<file path="src/rtl/riscv_bus_pkg.sv">
// Shared types and frame constants for the serial memory bus arbiter.
package riscv_bus_pkg;

    // Arbiter/serialiser state encoding.
    typedef enum logic [1:0] {
        IDLE = 2'd0,
        SEND = 2'd1,
        RECV = 2'd2,
        DONE = 2'd3
    } state_e;

    // Which requester owns the current frame.
    typedef enum logic [0:0] {
        GNT_IF  = 1'b0,
        GNT_MEM = 1'b1
    } gnt_e;

    // Frame lengths in bytes.
    localparam int unsigned READ_TX_LEN  = 5;
    localparam int unsigned WRITE_TX_LEN = 9;
    localparam int unsigned RESP_LEN     = 4;

    // Opcode byte layout: {we, 3'b000, sel}.
    localparam int unsigned OP_WE_BIT  = 7;
    localparam int unsigned OP_SEL_MSB = 3;
    localparam int unsigned OP_SEL_LSB = 0;

    // Build the opcode byte of a frame.
    function automatic logic [7:0] make_opcode(input logic we, input logic [3:0] sel);
        logic [7:0] op;
        op = 8'h00;
        op[OP_WE_BIT] = we;
        op[OP_SEL_MSB:OP_SEL_LSB] = sel;
        return op;
    endfunction

    // Select byte idx of a frame: opcode, address LSB first, then write data LSB first.
    function automatic logic [7:0] frame_byte(input logic [7:0]  op,
                                              input logic [31:0] addr,
                                              input logic [31:0] wdata,
                                              input logic [3:0]  idx);
        logic [7:0] b;
        case (idx)
            4'd0:    b = op;
            4'd1:    b = addr[7:0];
            4'd2:    b = addr[15:8];
            4'd3:    b = addr[23:16];
            4'd4:    b = addr[31:24];
            4'd5:    b = wdata[7:0];
            4'd6:    b = wdata[15:8];
            4'd7:    b = wdata[23:16];
            4'd8:    b = wdata[31:24];
            default: b = 8'h00;
        endcase
        return b;
    endfunction

endpackage

</file>
<file path="src/rtl/uart_mem_arbiter_rr_arb2.sv">
// Two-requester round-robin picker; req[0] = fetch, req[1] = data.
module rr_arb2
    import riscv_bus_pkg::*;
(
    input  logic       clk,
    input  logic       rst,
    input  logic [1:0] req,
    input  logic       update,
    output logic [1:0] gnt
);

    gnt_e last_q;
    gnt_e last_d;

    // Pick a requester; on conflict favour the one not served last.
    always_comb begin
        gnt = 2'b00;
        case (req)
            2'b01:   gnt = 2'b01;
            2'b10:   gnt = 2'b10;
            2'b11:   gnt = (last_q == GNT_IF) ? 2'b10 : 2'b01;
            default: gnt = 2'b00;
        endcase
    end

    // Remember the winner only when the grant is actually taken.
    always_comb begin
        last_d = last_q;
        if (update && (gnt != 2'b00)) begin
            last_d = gnt[1] ? GNT_MEM : GNT_IF;
        end else begin
            last_d = last_q;
        end
    end

    // Last-grant register; resets to fetch so the first conflict goes to data.
    always_ff @(posedge clk or negedge rst) begin
        if (!rst) begin
            last_q <= GNT_IF;
        end else begin
            last_q <= last_d;
        end
    end

endmodule

</file>
<file path="src/rtl/uart_mem_arbiter.sv">
// Arbitrates fetch and data requests onto a byte-wide serial memory link,
// serialising command frames and collecting four-byte read responses.
module uart_mem_arbiter
    import riscv_bus_pkg::*;
#(
    parameter int unsigned TIMEOUT = 1024,
    parameter int unsigned CNT_W   = 11
) (
    input  logic        clk,
    input  logic        rst,
    input  logic        if_req,
    input  logic [31:0] if_addr,
    input  logic        mem_req,
    input  logic        mem_we,
    input  logic [3:0]  mem_sel,
    input  logic [31:0] mem_addr,
    input  logic [31:0] mem_wdata,
    output logic        if_ack,
    output logic        mem_ack,
    output logic [31:0] rdata,
    output logic        err,
    output logic        busy,
    output logic [7:0]  tx_data,
    output logic        tx_valid,
    input  logic        tx_ready,
    input  logic [7:0]  rx_data,
    input  logic        rx_valid
);

    localparam logic [3:0]       RD_LAST  = 4'(READ_TX_LEN - 1);
    localparam logic [3:0]       WR_LAST  = 4'(WRITE_TX_LEN - 1);
    localparam logic [1:0]       RX_LAST  = 2'(RESP_LEN - 1);
    localparam logic [CNT_W-1:0] CNT_LAST = CNT_W'(TIMEOUT - 1);
    localparam logic [CNT_W-1:0] CNT_ONE  = CNT_W'(1);

    state_e           state_q, state_d;
    gnt_e             gsel_q, gsel_d;
    logic             we_q, we_d;
    logic [7:0]       op_q, op_d;
    logic [31:0]      addr_q, addr_d;
    logic [31:0]      wdata_q, wdata_d;
    logic [3:0]       idx_q, idx_d;
    logic [1:0]       k_q, k_d;
    logic [CNT_W-1:0] cnt_q, cnt_d;
    logic             tout_q, tout_d;
    logic [31:0]      rbuf_q, rbuf_d;
    logic [31:0]      rdata_q, rdata_d;
    logic             err_q, err_d;
    logic             if_ack_q, if_ack_d;
    logic             mem_ack_q, mem_ack_d;
    logic             busy_q, busy_d;
    logic             tx_valid_q, tx_valid_d;
    logic [7:0]       tx_data_q, tx_data_d;

    logic [1:0]       arb_req_s;
    logic [1:0]       arb_gnt_s;
    logic             arb_update_s;
    logic [3:0]       last_idx_s;
    logic             done_entry_s;

    assign arb_req_s    = {mem_req, if_req};
    assign arb_update_s = (state_q == IDLE);

    rr_arb2 u_arb (
        .clk    (clk),
        .rst    (rst),
        .req    (arb_req_s),
        .update (arb_update_s),
        .gnt    (arb_gnt_s)
    );

    // Next-state logic: grant, byte serialisation, response collection, timeout.
    always_comb begin
        state_d    = state_q;
        gsel_d     = gsel_q;
        we_d       = we_q;
        op_d       = op_q;
        addr_d     = addr_q;
        wdata_d    = wdata_q;
        idx_d      = idx_q;
        k_d        = k_q;
        cnt_d      = cnt_q;
        tout_d     = tout_q;
        rbuf_d     = rbuf_q;
        last_idx_s = we_q ? WR_LAST : RD_LAST;

        case (state_q)
            IDLE: begin
                if (arb_gnt_s[1]) begin
                    gsel_d  = GNT_MEM;
                    we_d    = mem_we;
                    op_d    = make_opcode(mem_we, mem_sel);
                    addr_d  = mem_addr;
                    wdata_d = mem_wdata;
                    idx_d   = 4'd0;
                    tout_d  = 1'b0;
                    state_d = SEND;
                end else if (arb_gnt_s[0]) begin
                    gsel_d  = GNT_IF;
                    we_d    = 1'b0;
                    op_d    = make_opcode(1'b0, 4'hF);
                    addr_d  = if_addr;
                    wdata_d = 32'h0000_0000;
                    idx_d   = 4'd0;
                    tout_d  = 1'b0;
                    state_d = SEND;
                end else begin
                    state_d = IDLE;
                end
            end
            SEND: begin
                if (tx_valid_q && tx_ready) begin
                    if (idx_q == last_idx_s) begin
                        if (we_q) begin
                            state_d = DONE;
                        end else begin
                            cnt_d   = '0;
                            k_d     = 2'd0;
                            state_d = RECV;
                        end
                    end else begin
                        idx_d = idx_q + 4'd1;
                    end
                end else begin
                    idx_d = idx_q;
                end
            end
            RECV: begin
                // A byte arriving on the timeout cycle wins and restarts the count.
                if (rx_valid) begin
                    case (k_q)
                        2'd0:    rbuf_d[7:0]   = rx_data;
                        2'd1:    rbuf_d[15:8]  = rx_data;
                        2'd2:    rbuf_d[23:16] = rx_data;
                        2'd3:    rbuf_d[31:24] = rx_data;
                        default: rbuf_d        = rbuf_q;
                    endcase
                    cnt_d = '0;
                    k_d   = k_q + 2'd1;
                    if (k_q == RX_LAST) begin
                        state_d = DONE;
                    end else begin
                        state_d = RECV;
                    end
                end else if (cnt_q == CNT_LAST) begin
                    cnt_d   = cnt_q + CNT_ONE;
                    tout_d  = 1'b1;
                    state_d = DONE;
                end else begin
                    cnt_d = cnt_q + CNT_ONE;
                end
            end
            DONE: begin
                state_d = IDLE;
            end
            default: begin
                state_d = IDLE;
            end
        endcase
    end

    // Output values for the coming cycle, derived from the next state.
    always_comb begin
        done_entry_s = (state_d == DONE);
        busy_d       = (state_d != IDLE);
        tx_valid_d   = (state_d == SEND);
        if (state_d == SEND) begin
            tx_data_d = frame_byte(op_d, addr_d, wdata_d, idx_d);
        end else begin
            tx_data_d = 8'h00;
        end
        if_ack_d  = done_entry_s && (gsel_d == GNT_IF);
        mem_ack_d = done_entry_s && (gsel_d == GNT_MEM);
        err_d     = done_entry_s && tout_d;
        if (done_entry_s && !we_d) begin
            rdata_d = tout_d ? 32'h0000_0000 : rbuf_d;
        end else begin
            rdata_d = rdata_q;
        end
    end

    // State, frame latch and registered outputs.
    always_ff @(posedge clk or negedge rst) begin
        if (!rst) begin
            state_q    <= IDLE;
            gsel_q     <= GNT_IF;
            we_q       <= 1'b0;
            op_q       <= 8'h00;
            addr_q     <= 32'h0000_0000;
            wdata_q    <= 32'h0000_0000;
            idx_q      <= 4'd0;
            k_q        <= 2'd0;
            cnt_q      <= '0;
            tout_q     <= 1'b0;
            rbuf_q     <= 32'h0000_0000;
            rdata_q    <= 32'h0000_0000;
            err_q      <= 1'b0;
            if_ack_q   <= 1'b0;
            mem_ack_q  <= 1'b0;
            busy_q     <= 1'b0;
            tx_valid_q <= 1'b0;
            tx_data_q  <= 8'h00;
        end else begin
            state_q    <= state_d;
            gsel_q     <= gsel_d;
            we_q       <= we_d;
            op_q       <= op_d;
            addr_q     <= addr_d;
            wdata_q    <= wdata_d;
            idx_q      <= idx_d;
            k_q        <= k_d;
            cnt_q      <= cnt_d;
            tout_q     <= tout_d;
            rbuf_q     <= rbuf_d;
            rdata_q    <= rdata_d;
            err_q      <= err_d;
            if_ack_q   <= if_ack_d;
            mem_ack_q  <= mem_ack_d;
            busy_q     <= busy_d;
            tx_valid_q <= tx_valid_d;
            tx_data_q  <= tx_data_d;
        end
    end

    assign if_ack   = if_ack_q;
    assign mem_ack  = mem_ack_q;
    assign rdata    = rdata_q;
    assign err      = err_q;
    assign busy     = busy_q;
    assign tx_valid = tx_valid_q;
    assign tx_data  = tx_data_q;

endmodule
</file>
<file path="config.mk">
export PLATFORM = sky130hd
export DESIGN_NAME = uart_mem_arbiter
export DESIGN_NICKNAME = d
export VERILOG_FILES = /design/src/rtl/riscv_bus_pkg.sv /design/src/rtl/uart_mem_arbiter_rr_arb2.sv /design/src/rtl/uart_mem_arbiter.sv
export SDC_FILE = /design/constraint.sdc
export NUM_CORES = 1
export LEC_CHECK = 0
export ABC_AREA = 1
export CAP_MARGIN = 20
export CELL_PAD_IN_SITES_DETAIL_PLACEMENT = 0
export CELL_PAD_IN_SITES_GLOBAL_PLACEMENT = 1
export CORE_MARGIN = 2
export CORE_UTILIZATION = 39
export CTS_BUF_LIST = sky130_fd_sc_hd__clkbuf_16
export CTS_CLUSTER_DIAMETER = 60
export DETAILED_ROUTE_END_ITERATION = 7
export PLACE_DENSITY = 0.82
export SYNTH_ARGS = -nofsm -noshare
export SYNTH_HDL_FRONTEND = slang
export SYNTH_SLANG_ARGS = --single-unit
export TNS_END_PERCENT = 30
</file>
<file path="constraint.sdc">
create_clock -name clk -period 2.25 [get_ports clk]
set_input_delay 0.675 -clock clk [delete_from_list [all_inputs] [get_ports clk]]
set_output_delay 0.675 -clock clk [all_outputs]
set_load 0.01 [all_outputs]
</file>
==> results.toml, run 1 <==
[critical_path]
max_stage_delay_ns = 0.43
critPathKind = "reg -> reg"
cp-start-kind = "register"
cp.required_ns = 2.58
crit_fanout = 21
cp_slowest_cell = "dfrtp_1"
worstPathCellList = "nor2_2 -> o21ai_4 -> buf_6 -> nor2_4 -> inv_2 -> buf_12 -> nor2_1 -> nor2_1 -> nand3_1 -> nand2_1 -> nor2_2 -> nand3_1 -> nand2_1 -> inv_1"
worst_ep_arrival_time_ns = 2.42
end_kind = "register"

[logic_synthesis]
synthXorXnorAreaFrac_pct = 0.114
synthCells = 840
synth_top_cell_area_share_pct = 56.0
synth_compound_area_share_pct = 14.9
synth_top_family_by_area = "simple AND/OR/NAND/NOR gates"
synth.avg_cell_area_um2 = 9.15
yosysTopAreaCell = "dfrtp_1"
yosys.area_share.simple_pct = 21.8
synthAdderAreaFrac_pct = 1.14
synth_warnings = 0
synth_area_leaders = "dfrtp_1 56%, nand2_1 9.0%, nor2_1 4.7%, o21ai_2 3.9%, nand3_1 3.6%"
synth_mux_area_share_pct = 0
yosysSeqAreaShare_pct = 56.0
yosysUniqueCellTypes = 32
synth_area_um2 = 7690
ys_ff_latch = 172
syn_nets = 962

[hold_path]
hp-class = "in -> async"

[die]
row_count = 51
core_area_um2 = 19400
die_y_um = 144
die-area_um2 = 20900
die_w_um = 144
io_pins = 160
start_util_pct = 39.6

[timing]
tightestPinTransition_ns = 0.430
max_slew_margin_pct = 71.3
finalSetupViolCount = 0
period_needed_ns = 2.09
skew_ns = 0.0129
period_share_pct = 93.0
fmax_ghz = 0.478
drv_slew = 0
fin_ws_ns = 0.157
setup-tns-final_ns = 0
hold_viol_final = 0

[route]
via_count = 6578
vias_per_cell = 4.91
drtIter0Drc = 450
drc = 0
ant_nets = 0
wl_per_cell_um = 15.9
finalWirelength_mm = 21.2
first_pass_iters = 5

[place]
dp_cells = 1306
dpl_cell_area_um2 = 10200
place_ws_ns = -0.583
dp_hpwl_mm = 15.4
numPortBuffers = 159
routabilityCongestion = 0.837

[grt]
track_usage_pct = 21.3
grt_max_degree = 42
globalRouteOverflowTotal = 0
grt_pass1_wl_mm = 33.9
grt_pass1_vias = 6389
antenna_found_initial = 0

[clock_tree]
cts_hold_repair.buffers = 0
cts_buffers = 17
htree_num_levels = 4
cts_num_sinks = 172
clockBufferDepth = 2
cts_tree = "built"
insertion_delay_ns = 0.44
cts_root_buffer = "clkbuf_16"
clkTransAtPathRegs_ns = 0.06

[flow_run]
maxCapViolations = 0

[final_layout]
antenna_cells = 0
finalNetCount = 1185
post-route-util_pct = 56.7
area.growth.synth_to_final_pct = 43.1
final_cell_mix = "171 x nand2_1, 171 x dfrtp_1, 154 x clkdlybuf4s50_1, 82 x nor2_1, 65 x inv_1"
multiInputGateArea_um2 = 3080
drive_above_1_share_pct = 21.9
ff_latch_area_um2 = 4310
design_area_um2 = 11000
fillCellCount = 1714
fin_cells = 1340

[power_and_ir_drop]
leakage_nw = 5.08
power_density_nw_per_um2 = 1200
ir_drop_uv = 604

[status]
status = "complete, no violations"
## worst paths after layout
path,from,to,slack [ns],cells past startpoint
max,state_q[0],tx_data[5],0.16,14
min,rst,cnt_q[2],0.16,1
max reg2reg,state_q[0],tx_data[5],0.16,14
min reg2reg,rdata[4],rdata[4],0.48,2
max in group asynchronous,rst,op_q[0],1.45,2
min in group clk,rdata[4],rdata[4],0.48,2
## per-stage QoR
| step | hold slack (ns) | power, mW |
|---|---|---|
| after floorplan | 0.379 | 7.56 |
| after global routing | 0.185 | 14.1 |
| after CTS | 0.169 | 13.1 |
| after detailed placement | 0.473 | 10.1 |
| final | 0.164 | 13.2 |
| after global placement | 0.469 | 10.0 |
## per-layer routing
| layer | global-route usage [%] | vias to the layer above | share of wire [%] |
|---|---|---|---|
| met4 | 6.44 | 0 | 1.7 |
| met5 | 0 | - | 0 |
| met3 | 4.67 | 28 | 6.1 |
| met2 | 34.3 | 220 | 48 |
| li1 | - | 3206 | - |
| met1 | 29.0 | 3124 | 44 |
## report_power, final
part,internal [mW],switching [mW],total [mW],leakage (nW)
registers,4.15,0.520,4.67,2.19
logic,2.69,3.03,5.72,2.61
clock network,1.54,1.30,2.84,0.277
total,8.38,4.85,13.2,5.08
## repair_timing
| action | in CTS | in global routing |
|---|---|---|
| pin swaps | 4 | 9 |
| setup endpoints to repair | 40 | 40 |
| resized for setup | 23 | 39 |
| gates cloned | 0 | 0 |
| setup buffers | 1 | 3 |
## flip-flops by register name, indices dropped and copies added, names as in the netlist, 2 cells and up
register and count:
addr_q 32, rbuf_q 32, rdata 32, wdata_q 32
cnt_q 11, op_q 8, tx_data 8, idx_q 4
k_q 2, state_q 2
## kinds of logic (layout without fill, tap and decap cells)
kind of cell | after synthesis | in the layout
buffers and inverters | 110 | 345
adder cells (fa/ha/maj) | 7 | 7
AND/OR/NAND/NOR | 384 | 384
XOR/XNOR | 1 | 1
AO/OA/AOI/OAI | 166 | 166
flip-flops | 172 | 172
## cells in the mapped netlist, drive strengths merged
master and count:
a21oi 11, a22o 30, a31oi 1, a32o 2, buf 14, clkbuf 21
dfrtp 172, ha 7, inv 75, nand2 215, nand3 58, nand4 1
nor2 106, nor3 2, o21ai 84, o22a 3, o22ai 33, o32ai 2
or2 2, xnor2 1
## area by class of cell
type / instances / area share, %
inverters: 75 / 2.58
well taps: 265 / 3.01
clock inverters: 14 / 1.22
repair buffers: 239 / 22.2
flip-flops and latches: 172 / 39.1
clock buffers: 17 / 3.86
multi-input cells: 558 / 28.0
## critical path, delay by kind of cell (launching register included)
family	cells	cell delay [ns]
flip-flops	1	0.43
AO/OA/AOI/OAI	1	0.15
AND/OR/NAND/NOR	9	0.95
buffers and inverters	4	0.43
(Power assumes the default switching activity.)
==> run 2: changes to the inputs <==
--- a/config.mk
+++ b/config.mk
@@ -10,11 +10,11 @@
 export CELL_PAD_IN_SITES_DETAIL_PLACEMENT = 0
 export CELL_PAD_IN_SITES_GLOBAL_PLACEMENT = 1
 export CORE_MARGIN = 2
-export CORE_UTILIZATION = 39
+export CORE_UTILIZATION = 35
 export CTS_BUF_LIST = sky130_fd_sc_hd__clkbuf_16
 export CTS_CLUSTER_DIAMETER = 60
 export DETAILED_ROUTE_END_ITERATION = 7
-export PLACE_DENSITY = 0.82
+export PLACE_DENSITY = 0.77
 export SYNTH_ARGS = -nofsm -noshare
 export SYNTH_HDL_FRONTEND = slang
 export SYNTH_SLANG_ARGS = --single-unit
==> constraint.sdc (replaced) <==
create_clock -name clk -period 1.8 [get_ports clk]
set_input_delay 0.54 -clock clk [delete_from_list [all_inputs] [get_ports clk]]
set_output_delay 0.54 -clock clk [all_outputs]
set_load 0.01 [all_outputs]
==> run 2 against run 1 <==
Effect of this change: the flow now finishes with violations (setup timing); non-clock buffer count is 47 higher; utilization fell by 2.7 points; wire length grew 8.3%; largest power group unchanged.
==> results.toml, run 2 (synthesis results as in run 1) <==
[place]
routabilityCongestion = 0.882
dp_cells = 1347
numPortBuffers = 159
dp_hpwl_mm = 16.0
place_ws_ns = -0.801

[final_layout]
multiInputGateArea_um2 = 3310
fin_cells = 1403
post-route-util_pct = 54.0
ff_latch_area_um2 = 4310
area.growth.synth_to_final_pct = 52.4
fillCellCount = 1914
antenna_cells = 0
final_cell_mix = "170 x dfrtp_1, 146 x nand2_1, 110 x clkdlybuf4s50_1, 91 x buf_4, 69 x nor2_1"
finalNetCount = 1232
drive_above_1_share_pct = 30.7
layout_commonest_cell = "dfrtp_1"

[route]
wl_per_cell_um = 16.4
finalWirelength_mm = 23.0
vias_per_cell = 4.79
ant_nets = 0
drc = 0
drtIter0Drc = 368
first_pass_iters = 4
via_count = 6727

[timing]
period_share_pct = 117
period_needed_ns = 2.10
fin_ws_ns = -0.301
setup-tns-final_ns = -10.56
max_slew_margin_pct = 76.7
rsz0062_at_grt = "yes"
hold_viol_final = 0
finalSetupViolCount = 52
tightestPinTransition_ns = 0.350
skew_ns = 0.0156
fmax_ghz = 0.476
drv_slew = 0

[status]
violations = "setup timing"
status = "finished, violations left"

[grt]
grt_max_degree = 47
track_usage_pct = 19.2
globalRouteOverflowTotal = 0
grt_pass1_vias = 6609
antenna_found_initial = 0
grt_pass1_wl_mm = 35.4

[clock_tree]
cts_root_buffer = "clkbuf_16"
cts_buffers = 17
htree_num_levels = 4
cts_tree = "built"
insertion_delay_ns = 0.43
clockBufferDepth = 2
clkTransAtPathRegs_ns = 0.08
cts_num_sinks = 172

[critical_path]
critPathKind = "reg -> reg"
r2r_setup_slack_ns = -0.30
cp.required_ns = 2.13
crit_fanout = 26
cp-start-kind = "register"
end_kind = "register"
max_stage_delay_ns = 0.40
rr_worst_depth = 14
cp_slowest_cell = "dfrtp_1"
rr_startpoint = "cnt_q[1]"
path_buf_inv = 1
worstPathCellList = "ha_4 -> nand3_4 -> nor2_4 -> nand3_4 -> nor2_4 -> nand2_2 -> nor2_4 -> nand3_4 -> nand2_4 -> nand2_2 -> or2_4 -> buf_12 -> nand2_1 -> o21ai_2"
worst_r2r_endpoint = "rdata[31]"
worst_ep_arrival_time_ns = 2.43
cp_top_family = "simple AND/OR/NAND/NOR gates"

[die]
start_util_pct = 35.5
io_pins = 160
die_w_um = 152
die_y_um = 152
die-area_um2 = 23200
row_count = 54
core_area_um2 = 21700

[power_and_ir_drop]
clkPwrFrac_pct = 20.7
power_density_nw_per_um2 = 1520
p_seq_share_pct = 32.4
finalPower_mw = 17.8
p_sw_mw = 6.84
sw_frac_of_total_pct = 38.4
leakage_nw = 5.54
p_int_mw = 11.0
ir_drop_uv = 865
combinationalPowerShare_pct = 46.9

[flow_run]
maxCapViolations = 0

[hold_path]
hp-class = "in -> async"
[run 2: how the worst max path moves through the flow]
| stage | end | cells after the start | startpoint | slack (ns) |
|---|---|---|---|---|
| floorplan | rdata[10] | 15 | cnt_q[0] | -0.25 |
| global placement | tx_data[1] | 17 | tx_ready | -0.83 |
| detailed placement | tx_data[0] | 15 | tx_ready | -0.80 |
| CTS | rdata[4] | 14 | cnt_q[1] | -0.32 |
| global route | rdata[4] | 14 | cnt_q[1] | -0.42 |
| finish | rdata[31] | 14 | cnt_q[1] | -0.30 |
[run 2: power groups by stage]
stage | clock, mW | sequential (mW) | combinational [mW]
finish | 3.68 | 5.77 | 8.35
global route | 3.91 | 5.92 | 9.14
CTS | 3.75 | 5.76 | 7.05
detailed placement | 0 | 5.80 | 7.16
global placement | 0 | 5.80 | 7.11
floorplan | 0 | 5.89 | 3.56
[run 2: timing repair]
action / 4_1_cts / 5_1_grt
gates cloned: 1 / 7
pin swaps: 3 / 40
setup endpoints to repair: 93 / 61
hold endpoints to repair: 0 / 0
gates resized for setup: 66 / 127
setup buffers: 0 / 16
hold buffers: 0 / 0
[run 2: per-stage QoR]
step                      instance area, µm²  hold WS (ns)
after floorplan                         7690         0.244
after global placement                 10400         0.461
after detailed placement               10400         0.460
after CTS                              11000       0.00170
after global routing                   11700       0.00735
final                                  11700       0.00641
[run 2: cell type report]
class | instances | share of cell area [%]
Timing Repair Buffer | 286 | 24.4
Multi-Input combinational cell | 558 | 28.3
Sequential cell | 172 | 36.8
Inverter | 75 | 2.46
Clock buffer | 17 | 3.63
Clock inverter | 15 | 1.50
Tap cell | 280 | 2.99
[run 2: per-layer routing]
layer	track usage, %	part of all wire, %	wire length [µm]	vias up
li1	-	-	-	3308
met1	25.3	43	10000	3211
met2	32.2	50	11500	187
met3	4.52	5.2	1200	21
met4	4.32	1.4	314	0
met5	0	0	0	-
